<file path="src/rtl/dmem_bank_resp.sv">
// dmem_bank_resp: data-memory responder with two byte banks, a posted-write
// store queue that drains on idle cycles, and registered reads that forward
// from the queue so read-after-write always returns the newest data.
module dmem_bank_resp #(
  parameter int ADDR_W   = 8,  // word-address bits used (must be < 16)
  parameter int WQ_DEPTH = 2   // store-queue entries (>= 1)
) (
  input  logic        clk,
  input  logic        reset,
  input  logic [15:0] d_mem_addr,
  input  logic        mem_modif,
  input  logic        wr_rd_enable,
  input  logic [7:0]  d_mem_wr_data_l,
  input  logic [7:0]  d_mem_wr_data_h,
  output logic [7:0]  d_mem_rd_data_l,
  output logic [7:0]  d_mem_rd_data_h,
  output logic        rd_valid,
  output logic        d_mem_busy
);

  localparam int DEPTH = 1 << ADDR_W;
  localparam int CW    = $clog2(WQ_DEPTH + 1);
  localparam logic [CW-1:0] FULL = CW'(WQ_DEPTH);

  typedef struct packed {
    logic [ADDR_W-1:0] idx;
    logic [7:0]        hi;
    logic [7:0]        lo;
  } entry_t;

  // Byte banks; entry 0 of the queue is always the oldest.
  logic [7:0] bank_l [DEPTH];
  logic [7:0] bank_h [DEPTH];
  entry_t     q      [WQ_DEPTH];
  entry_t     q_n    [WQ_DEPTH];
  logic [CW-1:0] cnt, cnt_n;

  logic [ADDR_W-1:0] idx;
  logic              is_rd, is_wr, drain;
  entry_t            new_entry;
  logic [15:0]       fwd_word;
  logic              unused_addr_hi;

  assign idx            = d_mem_addr[ADDR_W-1:0];
  assign unused_addr_hi = ^d_mem_addr[15:ADDR_W];
  assign is_rd          = mem_modif & ~wr_rd_enable;
  assign is_wr          = mem_modif &  wr_rd_enable;
  assign new_entry      = '{idx: idx, hi: d_mem_wr_data_h, lo: d_mem_wr_data_l};

  // Next queue state: enqueue on writes, pop the head on idle or forced drain.
  always_comb begin
    // NOTE: every output of this block gets a default first so no latch is inferred.
    q_n   = q;
    cnt_n = cnt;
    drain = 1'b0;
    if (is_wr) begin
      if (cnt == FULL) begin
        // Full queue: retire the head to the banks on this edge, shift, and
        // append the new write at the tail so it is never dropped.
        drain = 1'b1;
        for (int i = 0; i < WQ_DEPTH - 1; i++) q_n[i] = q[i+1];
        q_n[WQ_DEPTH-1] = new_entry;
      end else begin
        for (int i = 0; i < WQ_DEPTH; i++)
          if (CW'(i) == cnt) q_n[i] = new_entry;
        cnt_n = cnt + 1'b1;
      end
    end else if (!mem_modif && cnt != '0) begin
      drain = 1'b1;
      for (int i = 0; i < WQ_DEPTH - 1; i++) q_n[i] = q[i+1];
      cnt_n = cnt - 1'b1;
    end
  end

  // Read source: youngest valid matching queue entry, else the banks.
  always_comb begin
    fwd_word = {bank_h[idx], bank_l[idx]};
    // Ascending scan lets a later (younger) match override an older one.
    for (int i = 0; i < WQ_DEPTH; i++)
      if (CW'(i) < cnt && q[i].idx == idx) fwd_word = {q[i].hi, q[i].lo};
  end

  // Queue occupancy and the full flag, registered together.
  always_ff @(posedge clk) begin
    // NOTE: sequential state uses non-blocking assignments so all registers update from pre-edge values.
    if (reset) begin
      cnt        <= '0;
      d_mem_busy <= 1'b0;
    end else begin
      cnt        <= cnt_n;
      d_mem_busy <= (cnt_n == FULL);
    end
  end

  // Queue payload; only entries below cnt are ever consulted.
  always_ff @(posedge clk) begin
    // NOTE: storage arrays carry no reset; validity is tracked by cnt alone.
    for (int i = 0; i < WQ_DEPTH; i++) q[i] <= q_n[i];
  end

  // Bank write port: retire the queue head; a reset edge suppresses the drain.
  always_ff @(posedge clk) begin
    if (drain && !reset) begin
      bank_l[q[0].idx] <= q[0].lo;
      bank_h[q[0].idx] <= q[0].hi;
    end
  end

  // Registered read data, held outside READ cycles; rd_valid pulses per read.
  always_ff @(posedge clk) begin
    if (reset) begin
      d_mem_rd_data_l <= 8'h00;
      d_mem_rd_data_h <= 8'h00;
      rd_valid        <= 1'b0;
    end else begin
      rd_valid <= is_rd;
      if (is_rd) begin
        d_mem_rd_data_l <= fwd_word[7:0];
        d_mem_rd_data_h <= fwd_word[15:8];
      end
    end
  end

endmodule

</file>
<file path="config.mk">
export PLATFORM = sky130hd
export DESIGN_NAME = dmem_bank_resp
export DESIGN_NICKNAME = d
export VERILOG_FILES = /design/src/rtl/dmem_bank_resp.sv
export SDC_FILE = /design/constraint.sdc
export NUM_CORES = 2
export LEC_CHECK = 0
export ABC_AREA = 1
export CAP_MARGIN = 20
export CELL_PAD_IN_SITES_DETAIL_PLACEMENT = 1
export CELL_PAD_IN_SITES_GLOBAL_PLACEMENT = 1
export CORE_MARGIN = 4
export CORE_UTILIZATION = 40
export CTS_CLUSTER_SIZE = 20
export DETAILED_ROUTE_END_ITERATION = 12
export PLACE_DENSITY = 0.69
export SETUP_SLACK_MARGIN = 0.4
export SYNTH_ARGS = -nofsm -noshare
export SYNTH_HDL_FRONTEND = slang
export SYNTH_SLANG_ARGS = --single-unit
</file>
<file path="constraint.sdc">
create_clock -name clk -period 7 [get_ports clk]
set_clock_uncertainty 0.15 [all_clocks]
set_input_delay 1.75 -clock clk [delete_from_list [all_inputs] [get_ports clk]]
set_output_delay 1.75 -clock clk [all_outputs]
set_load 0.1 [all_outputs]
</file>
# Yosys cells after proc, flatten, opt, wreduce, memory -nomap -nowiden
# Memories as Yosys holds them, arrays and structs flattened.
# Cells that the tools add are included.
word_totals:
  regBits: 68
  ram_bits: 4096
  mem_count: 2
memory_table:
  columns: ["name", "words", "width", "read_ports", "rd_clocked_by_memory_dff", "write_ports", "line_no", "text"]
  rows:
  - ["bank_h", 256, 8, 1, 0, 1, "33", "logic [7:0] bank_h [DEPTH];"]
  - ["bank_l", 256, 8, 1, 0, 1, "32", "logic [7:0] bank_l [DEPTH];"]
classes:
  eq_ne: 6
  reduce_logical: 12
  n_mux: 15
  order_cmp: 2
  n_bitwise: 3
  n_addsub: 2
ops:
  columns: ["op", "count"]
  rows:
  - ["$mux 24", 4]
  - ["$mux 48", 1]
  - ["$mux 16", 2]
  - ["$eq 8x8->1", 2]
  - ["$mux 2", 3]
  - ["$reduce_bool 2->1", 3]
  - ["$mux 1", 5]
  - ["$eq 2x2->1 const B", 2]
  - ["$logic_and 1x1->1", 4]
  - ["$lt 1x2->1 const A", 2]
  - ["$reduce_and 2->1", 2]
  - ["$ne 3x1->1 const B", 1]
  - ["$add 2x1->2 const B", 1]
  - ["$and 1x1->1", 2]
  - ["$eq 1x2->1 const A", 1]
  - ["$logic_not 1->1", 2]
  - ["$logic_not 2->1", 1]
  - ["$sub 2x1->2 const B", 1]
  - ["$not 1->1", 1]

# Depth between registers and ports, before layout
depth:
  depth_word: 7
  ltp_mapped: 17
  mapped_depth_nobuf: 13

# Least setup slack after synthesis
# OpenSTA, ideal clock, no wires.
synth_timing:
  path_type: "register to register"
  from: "register, netlist name q[32]"
  to: "memory bank_h[0][0], data pin"
  n_path_buf: 0
  path_stages_with_launch: 1
  synth_period_minus_slack_ns: 4.214
  arrival_time_ns: 3.243
  setup_slack_ns: 2.786
  path_cell_list: "edfxtp_1"
synth_lines:
  columns: ["item", "line_no"]
  rows:
  - ["to (decl)", "33"]
# No word-level cell before the write port.

# Worst setup path after layout
layout_timing:
  from: "register d_mem_rd_data_l[4]"
  to: "output d_mem_rd_data_l[4]"
layout_lines:
  columns: ["item", "line_no", "text"]
  rows:
  - ["from (decl)", "15", "output logic [7:0] d_mem_rd_data_l,"]
  - ["from (signal assigned)", "118", "d_mem_rd_data_l <= fwd_word[7:0];"]
# No word-level cell between the ends.

==> results.sh <==
export IMPL_status="complete, no violations"
export IMPL_synth_edff_count=4144
export IMPL_yosysSeqAreaShare_pct=74.57
export IMPL_p_leak_uw=0.06569
export IMPL_nNetsFinal=13979
export IMPL_max_slew_worst_pin_slew_ns=1.143
export IMPL_fillers=43254
export IMPL_wire_per_inst_um=27.20
export IMPL_seqPwrFrac_pct=51.2
export IMPL_core_area_um2=416900
export IMPL_tns_ns=0
export IMPL_swShare_pct=24.21
export IMPL_clock_path_buffers=4
export IMPL_cts_hold_buf=0
export IMPL_clkTransAtPathRegs_ns=0.07
export IMPL_antenna_found_initial=24
export IMPL_route_detailed_drc=0
export IMPL_die_x_um=654.9
export IMPL_drtIter0Drc=12364
export IMPL_fmax_ghz=0.2053
export IMPL_post_synth_top_area_cell="edfxtp_1"
export IMPL_fp_row_count=237
export IMPL_syn_avg_cell_area_um2=12.05
export IMPL_dp_hpwl_um=303300
export IMPL_syn_nets=13931
export IMPL_setup_viol=0
export IMPL_cts_resized=0
export IMPL_maxCapViolations=0
export IMPL_cp_depth=1
export IMPL_viasPerCell=5.754
export IMPL_finalMaxSlewViolations=0
export IMPL_maxSlewHeadroom_pct=23.58
export IMPL_place_congestion=0.8909
export IMPL_drive_gt1_share_pct=7.944
export IMPL_cts_sinks=4164
export IMPL_p_per_area_nw_per_um2=291.2
export IMPL_die_y_um=654.9
export IMPL_syn_cell_area_um2=167400
export IMPL_start_kind="flop"
export IMPL_grt_setup_unrepaired="no"
export IMPL_synth_top_area_share_pct=74.33
export IMPL_area_growth_pct=13.05
export IMPL_clk_latency_ns=0.98
export IMPL_dieArea_um2=428900
export IMPL_vdd_drop_max_uv=229.0
export IMPL_comb_power_share_pct=8.0
export IMPL_synth_cell_type_count=30
export IMPL_num_vias=113947
export IMPL_path_class="flop to primary output"
export IMPL_cp_slowest_cell="clkdlybuf4s50_1"
export IMPL_routed_wl_um=538700
export IMPL_cpLargestDelayFamily="buffers and inverters"
export IMPL_worst_r2r_path_depth=8
export IMPL_period_share_pct=69.57
export IMPL_placed_cells=19005
export IMPL_grt_max_degree=197
export IMPL_synth_area_leaders="edfxtp_1 74%, nand3_1 12%, nand2_1 9.6%, buf_2 1.3%, clkbuf_1 0.79%"
export IMPL_port_buffers=45
export IMPL_drt_pass1_iter_count=6
export IMPL_cp_end_kind="primary output"
export IMPL_finalPower_uw=55120
export IMPL_ys_warn_count=0
export IMPL_grt_usage_pct=24.65
export IMPL_grt_overflow_total=0
export IMPL_cts_tree="built"
export IMPL_required_ns=5.10
export IMPL_power_switching_uw=13340
export IMPL_path_max_fanout=2
export IMPL_post_route_util_pct=45.39
export IMPL_whs_path_depth=2
export IMPL_period_needed_ns=4.870
export IMPL_stdcell_count=19803
export IMPL_placed_area_um2=175600
export IMPL_cts_root_buf="clkbuf_16"
export IMPL_layout_common_cells="4259 x nand2_1, 4144 x edfxtp_1, 4054 x nand3_1"
export IMPL_grt_pass1_vias=116059
export IMPL_synthArstFlopShare_pct=0
export IMPL_cp_num_buf_inv=1
export IMPL_cp_slowest_stage_delay_ns=1.26
export IMPL_cts_made_buffers=427
export IMPL_cts_setup_buffers=0
export IMPL_crit_chain="clkdlybuf4s50_1"
export IMPL_grt_pass1_wl_um=786200
export IMPL_mostFrequentLayoutCell="nand2_1"
export IMPL_hold_violations=0
export IMPL_intPower_uw=41780
export IMPL_cp_arrival_ns=2.97
export IMPL_initial_core_util_pct=40.15
export IMPL_syn_inst=13891
export IMPL_io_pins=54
export IMPL_ant_nets=0
export IMPL_pwr_share_clk_pct=40.8
export IMPL_synth_seq_cells=4164
export IMPL_synth_ff_type="edfxtp_1"
export IMPL_hp_class="flop to flop"
export IMPL_fin_area_um2=189300
export IMPL_cts_max_level=5
==> worst min-delay path: stages (launching register included) <==
cell and delay, ns:
edfxtp_1 0.36, nand2_1 0.06, nand2_1 0.05
==> kinds of logic after synthesis <==
| family | synth area share, % |
|---|---|
| and+or+nand+nor | 22.43 |
| DFF | 74.57 |
| buffers and inverters | 2.688 |
| AOI/OAI and AO/OA | 0.2526 |
| xor gates and xnor gates | 0.02616 |
| adders and majority gates | 0.02990 |
==> metal layers <==
| layer | track usage, % | vias up | wire length (um) |
|---|---|---|---|
| met1 | 33.01 | 58876 | 218700 |
| met2 | 39.90 | 4404 | 254500 |
| met3 | 3.868 | 954 | 39600 |
| met4 | 10.68 | 4 | 25850 |
| met5 | 0 | - | 27 |
| li1 | - | 49709 | - |
==> Yosys cell counts (all sizes together), types with 6 or more instances <==
library cell	count
nand2	4275
edfxtp	4144
nand3	4054
buf	597
clkbuf	354
nor2	293
inv	43
o21ai	43
a21oi	34
dfxtp	20
nand4	7
nor4	6
==> final timing paths <==
path / start / to / slack, ns
min reg2reg: q[0] / q[24] / 0.40
max reg2reg: cnt[1] / bank_l[91][3] / 2.72
max: d_mem_rd_data_l[4] / d_mem_rd_data_l[4] / 2.13
min: q[0] / q[24] / 0.40
==> per-stage QoR <==
step / hold slack [ns] / setup slack, ns
final: 0.4046 / 2.130
after detailed placement: 0.3843 / 1.296
after global placement: 0.3785 / 1.344
after global routing: 0.4216 / 2.146
after CTS: 0.3963 / 2.053
after floorplan: 0.3631 / 2.786
==> cell type report <==
type / count / area, um2 / area share, %
Antenna cell: 18 / 45.04 / 0.02380
Timing Repair Buffer: 570 / 5572 / 2.944
Sequential cell: 4164 / 124800 / 65.97
Multi-Input combinational cell: 8729 / 38160 / 20.16
Inverter: 47 / 220.2 / 0.1164
Clock inverter: 238 / 2238 / 1.183
Clock buffer: 540 / 11300 / 5.971
Tap cell: 5497 / 6878 / 3.634
==> registers in the layout, summed over array words and instances (netlist names) <==
name / count
cnt: 2
d_mem_rd_data_h: 8
d_mem_busy: 1
bank_h: 2048
rd_valid: 1
bank_l: 2048
q: 48
d_mem_rd_data_l: 8
==> power groups by stage <==
stage / clock network (uW) / registers, uW / logic, uW
floorplan: 0 / 29500 / 1700
global placement: 0 / 28800 / 4230
finish: 22500 / 28200 / 4420
detailed placement: 0 / 28800 / 4350
CTS: 22700 / 28200 / 4380
global route: 23800 / 28200 / 4680
No activity file was read; power rests on OpenSTA's default activity.
